### src/rtl/lc3_execute.sv
// LC-3 pipeline execute stage: operand forwarding, ALU, effective-address adder
// and the execute/memory pipeline register.
module lc3_execute (
  input  logic        clock,
  input  logic        reset,
  input  logic        enable_execute,
  input  logic [5:0]  E_Control,
  input  logic [1:0]  W_Control_in,
  input  logic        Mem_Control_in,
  input  logic [15:0] IR,
  input  logic [15:0] npc_in,
  input  logic [15:0] VSR1,
  input  logic [15:0] VSR2,
  input  logic        bypass_alu_1,
  input  logic        bypass_alu_2,
  input  logic        bypass_mem_1,
  input  logic        bypass_mem_2,
  input  logic [15:0] Mem_Bypass_Val,
  output logic [15:0] aluout,
  output logic [15:0] pcout,
  output logic [1:0]  W_Control_out,
  output logic        Mem_Control_out,
  output logic [15:0] M_Data,
  output logic [2:0]  dr,
  output logic [2:0]  NZP,
  output logic [15:0] IR_Exec,
  output logic [2:0]  sr1,
  output logic [2:0]  sr2
);

  logic [1:0]  alu_control;
  logic [1:0]  pcselect1;
  logic        pcselect2;
  logic        op2select;
  logic [3:0]  opcode;
  logic        is_alu_op;
  logic [15:0] op1, op2, alu_b, alu_res;
  logic [15:0] offset, base, addr;
  logic [2:0]  dr_next, nzp_next;

  assign alu_control = E_Control[5:4];
  assign pcselect1   = E_Control[3:2];
  assign pcselect2   = E_Control[1];
  assign op2select   = E_Control[0];
  assign opcode      = IR[15:12];
  assign is_alu_op   = (opcode == 4'b0001) || (opcode == 4'b0101) || (opcode == 4'b1001);

  assign sr1 = IR[8:6];
  // Stores read the data register through the second port.
  assign sr2 = ((opcode == 4'b0011) || (opcode == 4'b0111) || (opcode == 4'b1011)) ?
               IR[11:9] : IR[2:0];

  // Forwarding: the registered aluout has priority over the memory-stage value.
  always_comb begin
    if (bypass_alu_1)      op1 = aluout;
    else if (bypass_mem_1) op1 = Mem_Bypass_Val;
    else                   op1 = VSR1;
    if (bypass_alu_2)      op2 = aluout;
    else if (bypass_mem_2) op2 = Mem_Bypass_Val;
    else                   op2 = VSR2;
  end

  assign alu_b = op2select ? op2 : {{11{IR[4]}}, IR[4:0]};

  always_comb begin
    unique case (alu_control)
      2'b00:   alu_res = op1 + alu_b;
      2'b01:   alu_res = op1 & alu_b;
      2'b10:   alu_res = ~op1;
      default: alu_res = op1;
    endcase
  end

  always_comb begin
    unique case (pcselect1)
      2'b00:   offset = {{5{IR[10]}}, IR[10:0]};
      2'b01:   offset = {{7{IR[8]}}, IR[8:0]};
      2'b10:   offset = {{10{IR[5]}}, IR[5:0]};
      default: offset = 16'h0000;
    endcase
  end

  assign base = pcselect2 ? npc_in : op1;
  assign addr = base + offset;

  always_comb begin
    dr_next  = 3'b000;
    nzp_next = 3'b000;
    case (opcode)
      4'b0001, 4'b0101, 4'b1001, 4'b0010, 4'b0110, 4'b1010, 4'b1110: dr_next = IR[11:9];
      default: dr_next = 3'b000;
    endcase
    case (opcode)
      4'b0000: nzp_next = IR[11:9];
      4'b1100: nzp_next = 3'b111;
      default: nzp_next = 3'b000;
    endcase
  end

  always_ff @(posedge clock or negedge reset) begin
    if (!reset) begin
      aluout          <= 16'h0000;
      pcout           <= 16'h0000;
      W_Control_out   <= 2'b00;
      Mem_Control_out <= 1'b0;
      M_Data          <= 16'h0000;
      dr              <= 3'b000;
      NZP             <= 3'b000;
      IR_Exec         <= 16'h0000;
    end else if (enable_execute) begin
      aluout          <= is_alu_op ? alu_res : addr;
      pcout           <= addr;
      W_Control_out   <= W_Control_in;
      Mem_Control_out <= Mem_Control_in;
      M_Data          <= op2;
      dr              <= dr_next;
      NZP             <= nzp_next;
      IR_Exec         <= IR;
    end else begin
      // A stalled stage must not leave a stale branch request behind.
      NZP <= 3'b000;
    end
  end

endmodule

### config.mk
export PLATFORM = sky130hd
export DESIGN_NAME = lc3_execute
export DESIGN_NICKNAME = d
export VERILOG_FILES = /design/src/rtl/lc3_execute.sv
export SDC_FILE = /design/constraint.sdc
export NUM_CORES = 1
export LEC_CHECK = 0
export CORE_MARGIN = 2
export CORE_UTILIZATION = 45
export CTS_CLUSTER_DIAMETER = 200
export CTS_CLUSTER_SIZE = 16
export DETAILED_ROUTE_END_ITERATION = 16
export MAX_ROUTING_LAYER = met4
export PLACE_DENSITY = 0.77
export RECOVER_POWER = 100
export SLEW_MARGIN = 5
export SYNTH_ARGS = -nofsm -noshare
export SYNTH_HDL_FRONTEND = slang
export SYNTH_SLANG_ARGS = --single-unit
### constraint.sdc
create_clock -name clock -period 3.8 [get_ports clock]
set_input_delay 0.38 -clock clock [delete_from_list [all_inputs] [get_ports clock]]
set_output_delay 0.38 -clock clock [all_outputs]
set_load 0.005 [all_outputs]
==> out/qor.txt <==
RUN STATUS
-------------------------------------------------------------------------------------
Result of the run ...................................................... finished with violations
Failing checks ......................................................... capacitance limit, slew limit

GRT
-------------------------------------------------------------------------------------
Busiest layer in global routing ........................................         met2
Maximum number of pins on one net before global-route repair ...........           74
Global routing met3 resource utilization ...............................       0.0455
Grt met2 use ...........................................................        0.406
Overall overflow remaining after global route ..........................            0
Global-route usage over all layers .....................................        0.270
Global-route wire length before repair .................................      29.7 mm
Antenna violations before repair .......................................            0
Number of global-route vias before repair ..............................         5666
Met1 layer usage reported by global route ..............................        0.373

PLACED DESIGN
-------------------------------------------------------------------------------------
Number of buffers added on ports .......................................          174
Final HPWL from detailed placement .....................................      14.1 mm
Routability congestion estimate from global placement ..................        0.920

CLOCK NETWORK
-------------------------------------------------------------------------------------
Quantity of gates resized following cts ................................            0
Clock sink total .......................................................           73
Inserted Clock Buffers .................................................            9
Number of buffers added for setup after CTS ............................            0
Insertion delay of the later-clocked pin in the worst-skew pair ........       350 ps
CTS tree ...............................................................          yes
Clock H-tree levels ....................................................            3
Deepest clock path buffer count ........................................            2
Hold-fix buffers, CTS ..................................................            0
Clock-pin slew of the registers on the worst-case setup and hold paths .        60 ps
Root buffer cell .......................................................    clkbuf_16

SYNTH
-------------------------------------------------------------------------------------
Share of the synthesized area in the top cell type .....................        0.307
Dominant cells by area after synthesis ................................. dfrtp_1 (31%), mux2_2 (9.6%), mux2i_1 (6.6%)
Number of flops mapped to enable cells by yosys ........................            0
Cell Area, Synth .......................................................     5960 um2
Total of flip-flops plus latches after synthesis .......................           73
Async set or reset register ratio after synthesis ......................         1.00
Ys flop type ...........................................................      dfrtp_1
Top cell type by total area after synthesis ............................      dfrtp_1
Total nets after synthesis .............................................          831
Synth Area per Inst ....................................................     8.48 um2
Yosys Warn Count .......................................................            0
Number of distinct library cells after synthesis .......................           56
Cells after synthesis ..................................................          702
Part of the Yosys area used for sequential elements ....................        0.307

FLOORPLANNING
-------------------------------------------------------------------------------------
Die area ...............................................................    14200 um2
Starting density of the core ...........................................        0.455
Std-Cell Rows ..........................................................           42
Vertical die dimension .................................................       119 um
Core area ..............................................................    13100 um2
Horizontal die dimension ...............................................       119 um
Total I/O pin count ....................................................          175

STA
-------------------------------------------------------------------------------------
Max-slew headroom at the worst pin .....................................       -0.265
Time the worst path needs with I/O delays and setup ....................      3450 ps
Worst Tran Pin Value ...................................................      1900 ps
Highest achievable clock rate ..........................................      290 MHz
Total of endpoints with negative setup slack in the final report .......            0
Tcrit/Tclk final .......................................................        0.909
Post-route clock skew ..................................................      9.15 ps
Max-slew violation count ...............................................          140
Final Hold Vio Count ...................................................            0
RSZ-0062 raised after global routing ...................................        false

CELLS AND AREA
-------------------------------------------------------------------------------------
Commonest non-fill, non-tap cells in the layout ........................ clkdlybuf4s50_1 (91), nand2_1 (90), dlygate4sd3_1 (81)
Post-layout nets .......................................................         1031
Proportion of layout cells with a drive suffix above 1 .................        0.147
Synth-to-layout area growth ............................................        42.0%
Most common cell after layout, fill and taps aside ..................... clkdlybuf4s50_1
Finished Core Util .....................................................        0.646
Antenna cells ..........................................................            0

POWER AND IR DROP
-------------------------------------------------------------------------------------
Worst voltage drop across the vdd grid .................................     0.244 mV
Combinational share of power ...........................................        0.452
Internal power contribution ............................................      2.41 mW
Power density cells ....................................................   436 nW/um2
Switching power ........................................................      1.28 mW
Sw frac ................................................................        0.347
Leakage power summed over all cells ....................................      3.79 nW
Part of the power in the clock network .................................        0.256
Part of the power in registers .........................................        0.291
Overall power consumption ..............................................      3.69 mW

MIN PATH
-------------------------------------------------------------------------------------
Path class of the lowest-slack min-delay path ..........................      reg2reg
Origin of the worst min-delay path .....................................        dr[1]
Hold Path Cell Cnt .....................................................            1
Endpoint with the worst hold slack .....................................        dr[1]

DRT
-------------------------------------------------------------------------------------
Number of routed nets with antenna violations ..........................            0
Mean number of vias per cell ...........................................         5.41
Final routed wire length divided by cell count .........................      17.1 um
Drt pass-1 iters .......................................................            5
DRC violation total after the first TritonRoute iteration ..............          407
Total routed wirelength ................................................      18.5 mm
Drt drc ................................................................            0
Count of vias placed by the detailed router ............................         5860

WORST SETUP PATH
-------------------------------------------------------------------------------------
Depth of the worst register-to-register path ...........................           13
Largest driver fanout on the critical path .............................            6
Critical Path Sink Type ................................................     register
CP startpoint kind .....................................................   input port
Critical Path AT .......................................................      3680 ps
Launch point of the worst reg-to-reg path ..............................    aluout[0]
Data required, critical path ...........................................      4030 ps
Capture point of the worst reg-to-reg path .............................   aluout[14]
Path type of the worst setup path ......................................       in2reg
Minimum setup slack among reg-to-reg paths .............................       690 ps

JOB
-------------------------------------------------------------------------------------
Number of max-capacitance violations reported ..........................            2

## critical path: stages
cell	delay (ps)
clkdlybuf4s50_1	510
buf_12	130
mux2i_1	170
nor2_1	50
a21oi_1	320
o21ai_0	210
ha_1	330
a211oi_1	240
nor2_1	110
o31ai_1	240
clkbuf_1	270
o211ai_1	140
o211ai_1	130
xnor2_1	140
a211o_1	300
## routing by layer
metal	part of all wire	wire, um	up-vias
met5	0	0	-
met4	0.017	311	0
met3	0.068	1260	27
met2	0.44	8110	198
met1	0.48	8830	2739
li1	-	-	2896
## worst max path at each step
stage	start	to	slack, ps	cells past startpoint
6_report	bypass_mem_1	aluout[15]	350	15
5_1_grt	bypass_alu_1	aluout[14]	70	14
3_5_place_dp	bypass_mem_1	aluout[14]	-50	15
4_1_cts	bypass_mem_1	aluout[14]	260	15
2_1_floorplan	bypass_mem_2	aluout[14]	300	14
3_3_place_gp	bypass_mem_1	aluout[14]	90	15
## registers in the layout (all words and copies together) (netlist names)
name / count
NZP: 3
pcout: 16
aluout: 16
M_Data: 16
W_Control_out: 2
dr: 3
IR_Exec: 16
Mem_Control_out: 1
## cells in the mapped netlist, types with 5 or more instances
cell	count
buf_2	5
o21ai_0	61
o21a_1	5
a211oi_1	12
nand2_1	90
o21ai_2	5
and2_1	8
a21o_1	6
dfrtp_1	73
a21oi_1	51
nor3_1	5
mux2i_1	39
xnor2_1	32
nor2b_1	9
nand3_1	7
o31ai_1	5
o211ai_1	5
ha_1	31
mux2_2	51
clkbuf_1	28
o22ai_1	7
inv_1	33
a22oi_1	6
nor2_1	58
## cell families (layout without fill, tap and decap cells)
family	after synthesis	count (layout)	share of synthesized area
AOI/OAI and AO/OA	201	201	0.212
xor gates and xnor gates	36	36	0.0529
adders and majority gates	33	33	0.0718
buffers and inverters	74	279	0.0521
DFF	73	73	0.307
muxes	90	90	0.162
and+or+nand+nor	195	195	0.142
## metrics by stage
step           TNS, ps  setup slack, ps  hold WS [ps]  std cells  instance area, um2
2_1_floorplan        0              301          84.4        702                5960
3_3_place_gp         0             93.8           470       1067                8160
3_5_place_dp     -51.7            -51.7           472       1067                8160
4_1_cts              0              261           217       1083                8480
5_1_grt              0             69.8           499       1083                8460
6_report             0              346           478       1083                8460
## power by group through the flow
stage          logic (mW)  clock network [mW]  registers, mW
6_report             1.67               0.945           1.07
5_1_grt              1.83               0.996           1.09
4_1_cts              1.74               0.965           1.08
3_5_place_dp         1.72                   0           1.09
3_3_place_gp         1.71                   0           1.08
2_1_floorplan       0.902                   0           1.06
## cell type report
type	count	area, um2
timing repair buffer	230	2150
clock buffer	10	229
clock inverter	6	91.3
fill	1138	4630
sequential	73	1830
tap	176	220
multi-input combinational	555	3810
inverter	33	124
Note: power is estimated with default switching activity, not from simulation.
